`src/rtl/spi_master_ctrl.sv`:
```
// SPI mode-0 master: one DATA_W-bit frame per start request, MSB first,
// SCLK derived from a half-period counter in the system clock domain.
module spi_master_ctrl #(
  parameter int DATA_W = 8,
  parameter int DIV    = 10
) (
  input  logic              clk_100mhz,
  input  logic              rst,
  input  logic              start,
  input  logic [DATA_W-1:0] tx_data,
  output logic              busy,
  output logic              done,
  output logic [DATA_W-1:0] rx_data,
  output logic              sclk,
  output logic              mosi,
  input  logic              miso,
  output logic              cs_n
);

  localparam int CNT_W = (DIV > 1) ? $clog2(DIV) : 1;
  localparam int BIT_W = $clog2(DATA_W + 1);
  localparam logic [CNT_W-1:0] HALF_LAST = CNT_W'(DIV - 1);
  localparam logic [BIT_W-1:0] BITS_ALL  = BIT_W'(DATA_W);
  localparam logic [BIT_W-1:0] BIT_LAST  = BIT_W'(DATA_W - 1);

  typedef enum logic [1:0] {IDLE, SETUP, HIGH, LOW} state_e;

  state_e            state_q;
  logic [CNT_W-1:0]  half_cnt_q, half_cnt_d;
  logic [BIT_W-1:0]  bit_cnt_q;
  logic [DATA_W-1:0] tx_sh_q, tx_sh_d;
  logic [DATA_W-1:0] rx_sh_q, rx_sh_d;
  logic [DATA_W-1:0] rx_data_q;
  logic              busy_q, done_q, sclk_q, mosi_q, cs_n_q;
  logic              phase_end;

  always_comb begin
    phase_end  = (half_cnt_q == HALF_LAST);
    half_cnt_d = phase_end ? '0 : half_cnt_q + 1'b1;
    tx_sh_d    = tx_sh_q << 1;
    rx_sh_d    = (rx_sh_q << 1) | DATA_W'(miso);
  end

  // Shifters are pure data and are fully overwritten before being published.
  always_ff @(posedge clk_100mhz) begin
    if (rst) begin
      state_q    <= IDLE;
      half_cnt_q <= '0;
      bit_cnt_q  <= '0;
      busy_q     <= 1'b0;
      done_q     <= 1'b0;
      rx_data_q  <= '0;
      sclk_q     <= 1'b0;
      mosi_q     <= 1'b0;
      cs_n_q     <= 1'b1;
    end else begin
      done_q <= 1'b0;
      case (state_q)
        IDLE: begin
          half_cnt_q <= '0;
          bit_cnt_q  <= '0;
          if (start) begin
            tx_sh_q <= tx_data;
            mosi_q  <= tx_data[DATA_W-1];
            cs_n_q  <= 1'b0;
            busy_q  <= 1'b1;
            state_q <= SETUP;
          end
        end
        SETUP: begin
          half_cnt_q <= half_cnt_d;
          if (phase_end) begin
            sclk_q  <= 1'b1;
            rx_sh_q <= rx_sh_d;
            state_q <= HIGH;
          end
        end
        HIGH: begin
          half_cnt_q <= half_cnt_d;
          if (phase_end) begin
            sclk_q    <= 1'b0;
            bit_cnt_q <= bit_cnt_q + 1'b1;
            if (bit_cnt_q != BIT_LAST) begin
              tx_sh_q <= tx_sh_d;
              mosi_q  <= tx_sh_d[DATA_W-1];
            end
            state_q <= LOW;
          end
        end
        LOW: begin
          half_cnt_q <= half_cnt_d;
          if (phase_end) begin
            // After the final bit this LOW phase doubles as the CS hold time.
            if (bit_cnt_q == BITS_ALL) begin
              cs_n_q    <= 1'b1;
              busy_q    <= 1'b0;
              done_q    <= 1'b1;
              rx_data_q <= rx_sh_q;
              mosi_q    <= 1'b0;
              state_q   <= IDLE;
            end else begin
              sclk_q  <= 1'b1;
              rx_sh_q <= rx_sh_d;
              state_q <= HIGH;
            end
          end
        end
        default: state_q <= IDLE;
      endcase
    end
  end

  assign busy    = busy_q;
  assign done    = done_q;
  assign rx_data = rx_data_q;
  assign sclk    = sclk_q;
  assign mosi    = mosi_q;
  assign cs_n    = cs_n_q;

endmodule
```
`config.mk`:
```
export PLATFORM = sky130hd
export DESIGN_NAME = spi_master_ctrl
export DESIGN_NICKNAME = d
export VERILOG_FILES = /design/src/rtl/spi_master_ctrl.sv
export SDC_FILE = /design/constraint.sdc
export NUM_CORES = 1
export LEC_CHECK = 0
export BUFFER_PORTS_ARGS = -buffer_cell sky130_fd_sc_hd__buf_2
export CORE_UTILIZATION = 35
export DETAILED_ROUTE_END_ITERATION = 16
export PLACE_DENSITY = 0.68
export SLEW_MARGIN = 15
export SYNTH_ARGS = -nofsm -noshare
export SYNTH_HDL_FRONTEND = slang
export SYNTH_SLANG_ARGS = --single-unit
```
`constraint.sdc`:
```
create_clock -name clk_100mhz -period 1.9 [get_ports clk_100mhz]
set_input_delay 0.285 -clock clk_100mhz [delete_from_list [all_inputs] [get_ports clk_100mhz]]
set_output_delay 0.285 -clock clk_100mhz [all_outputs]
set_load 0.05 [all_outputs]
```
==> impl_metrics.csv <==
group,metric,value,unit
run_status,outcome,"completed",
worst_setup_path,cp.required,2.11,ns
worst_setup_path,path_cells,"ha_1 -> and3b_2 -> nand4_1 -> or3b_1 -> a31oi_1",
synthesis,synth.area.top_cells,"dfxtp_1 (30%), edfxtp_1 (29%), mux2i_1 (5.1%), mux2_2 (4.3%), nor2_1 (4.1%)",
power,leakagePower,0.000707,uW
worst_setup_path,arrival,1.86,ns
clocking,cts_buffer_depth,2,
grt,grt_start_max_net_pins,23,
worst_setup_path,path_buf_inv,0,
sta,tightest_slew,0.397,ns
synthesis,synth-seq-cells,38,
sta,hold_violations,0,
grt,antenna_found_initial,0,
placed_design,dp.final_hpwl,1.94,mm
grt,overflow,0,
synthesis,synth_top_family_by_area,"simple AND/OR/NAND/NOR gates",
floorplan,initial_utilization,37.6,%
clocking,cts_tree,"yes",
sta,fin_tns_setup,0,ns
synthesis,synth_cell_type_count,34,
floorplan,rows,23,
grt,grt_pass1_wl,4.34,mm
synthesis,syn_area_per_cell,11.7,um2
placed_design,numPortBuffers,24,
hold_path,min_from,"miso",
placed_design,dp_worst_setup_slack,0.267,ns
synthesis,synthTopCellsByCount,"dfxtp_1 (23), nor2_1 (17), edfxtp_1 (15)",
clocking,numCtsBuffers,5,
synthesis,synth_top_area_cell,"dfxtp_1",
worst_setup_path,endpoint_kind,"flop",
worst_setup_path,start_kind,"flop",
routing,via_count,1078,
layout,n_fill_cell,416,
routing,antenna_left,0,
worst_setup_path,crit_start,"half_cnt_q[0]",
worst_setup_path,worstSetupPathType,"reg2reg",
layout,nets,180,
grt,grtUsageTotal,13.0,%
synthesis,synth_simple_gate_area_share,14.8,%
sta,min_period_over_period,86.9,%
worst_setup_path,cp_slowest_cell,"dfxtp_1",
clocking,htree_levels,2,
synthesis,async_flop_share,0,%
worst_setup_path,slowest_delay,0.38,ns
clocking,cts_root_buf,"clkbuf_8",
synthesis,synth_top_area_share,29.5,%
synthesis,netlist_area,1560,um2
routing,detail_route.vias_per_cell,5.01,
floorplan,io_pins,25,
power,power.density,874,nW/um2
hold_path,min-delay-path-class,"in2reg",
routing,drt_iter0_drc,27,
routing,wire_per_inst,12.7,um
sta,maxSlewHeadroom,73.5,%
run,drv_cap,0,
routing,route.detailed.drc,0,
clocking,cts_setup_buffers,0,
power,peakVddDrop,0.396,mV
synthesis,synthMuxAreaShare,9.47,%
clocking,cts.sinks,38,
synthesis,synth_nets,149,
sta,layout_min_cycle_time,1.65,ns
synthesis,ys_warn_count,0,
sta,setup_violations,0,
synthesis,yosysSeqAreaShare,58.4,%
clocking,cts-resized-gates,0,
worst_setup_path,rr_startpoint,"half_cnt_q[0]",
synthesis,synthAdderAreaFrac,3.21,%
routing,routed_wirelength,2.73,mm
floorplan,die_y,68.7,um
synthesis,synth_ff_type,"dfxtp_1",
sta,setup_slack,0.250,ns
worst_setup_path,crit_fanout,13,
worst_setup_path,crit_family,"simple AND/OR/NAND/NOR gates",
routing,dr.pass1.iters,4,
floorplan,core,4140,um2
sta,fmax,0.606,GHz
synthesis,synthXorXnorAreaFrac,1.12,%
placed_design,gp_congestion,0.796,
sta,finalClockSkew,0.00458,ns
grt,grt_pass1_vias,933,
layout,area_growth_syn_to_layout,20.3,%
synthesis,synth_compound_area_share,9.23,%
synthesis,synth_cells,133,
floorplan,die_x,68.7,um
clocking,clk_pin_slew,0.07,ns
synthesis,synth_edf_count,15,
sta,rsz0062_at_grt,"false",
layout,n_antenna_cell,0,
layout,layout-drive-gt1-share,29.1,%
synthesis,synth.most_common_cell,"dfxtp_1",
sta,drv_slew,0,
clocking,clk_latency,0.28,ns
clocking,cts_hold_buf,0,
power,total_power,1640,uW
floorplan,die_area,4730,um2
==> cell families (layout without fill, tap and decap cells) <==
family / after synthesis / count (layout)
DFF: 38 / 38
adders and majority gates: 4 / 4
buffers and inverters: 13 / 45
AOI/OAI and AO/OA: 22 / 22
muxes: 14 / 14
xor gates and xnor gates: 2 / 2
and+or+nand+nor: 40 / 40
==> flip-flops by register name, summed over array words and instances, names as in the netlist, 2 cells and up <==
name and count:
bit_cnt_q 4, half_cnt_q 4, rx_data 8, rx_sh_q 8, state_q 2, tx_sh_q 7
==> power breakdown <==
group | switching [uW] | internal, uW
registers | 6.80 | 859
logic | 50.3 | 31.7
clock network | 263 | 428
total | 321 | 1320
==> through the flow <==
| stage | cells | hold slack (ns) | cell area [um2] | utilization, % |
|---|---|---|---|---|
| finish | 215 | 0.176 | 1880 | 45.3 |
| global route | 215 | 0.161 | 1880 | 45.3 |
| CTS | 215 | 0.169 | 1880 | 45.3 |
| detailed placement | 207 | 0.434 | 1760 | 42.5 |
| global placement | 207 | 0.430 | 1760 | 42.5 |
| floorplan | 133 | 0.379 | 1560 | - |
==> cells in the final DEF, fill, tap and decap left out, types with 3 or more instances in the layout <==
master / count
a21oi_1: 8
buf_2: 24
buf_4: 7
clkbuf_8: 6
dfxtp_1: 23
edfxtp_1: 15
ha_1: 4
inv_1: 6
mux2_2: 6
mux2i_1: 8
nand3_1: 3
nor2_1: 17
nor2b_1: 4
nor3_1: 3
o21ai_0: 3
==> layer usage <==
metal	up-vias	share of wire (%)	track usage (%)
met5	-	0	0
met4	0	2.0	6.12
met3	8	6.5	4.93
met2	30	46	18.8
met1	504	45	17.1
li1	536	-	-
==> area by class of cell <==
cell class	instances	area, um2	share of cell area, %
flip-flops and latches	38	911	48.6
multi-input cells	82	591	31.5
repair buffers	31	173	9.21
clock buffers	7	86.3	4.60
well taps	50	62.6	3.34
clock inverters	1	30.0	1.60
inverters	6	22.5	1.20
==> path summary, 6_finish.rpt <==
check | endpoint | slack, ns | cells after the start
worst min register to register | rx_sh_q[5] | 0.45 | 0
worst min-delay path | rx_sh_q[0] | 0.18 | 1
worst max register to register | bit_cnt_q[3] | 0.25 | 5
worst max-delay path | bit_cnt_q[3] | 0.25 | 5
Power figures use the tool's default switching activity.
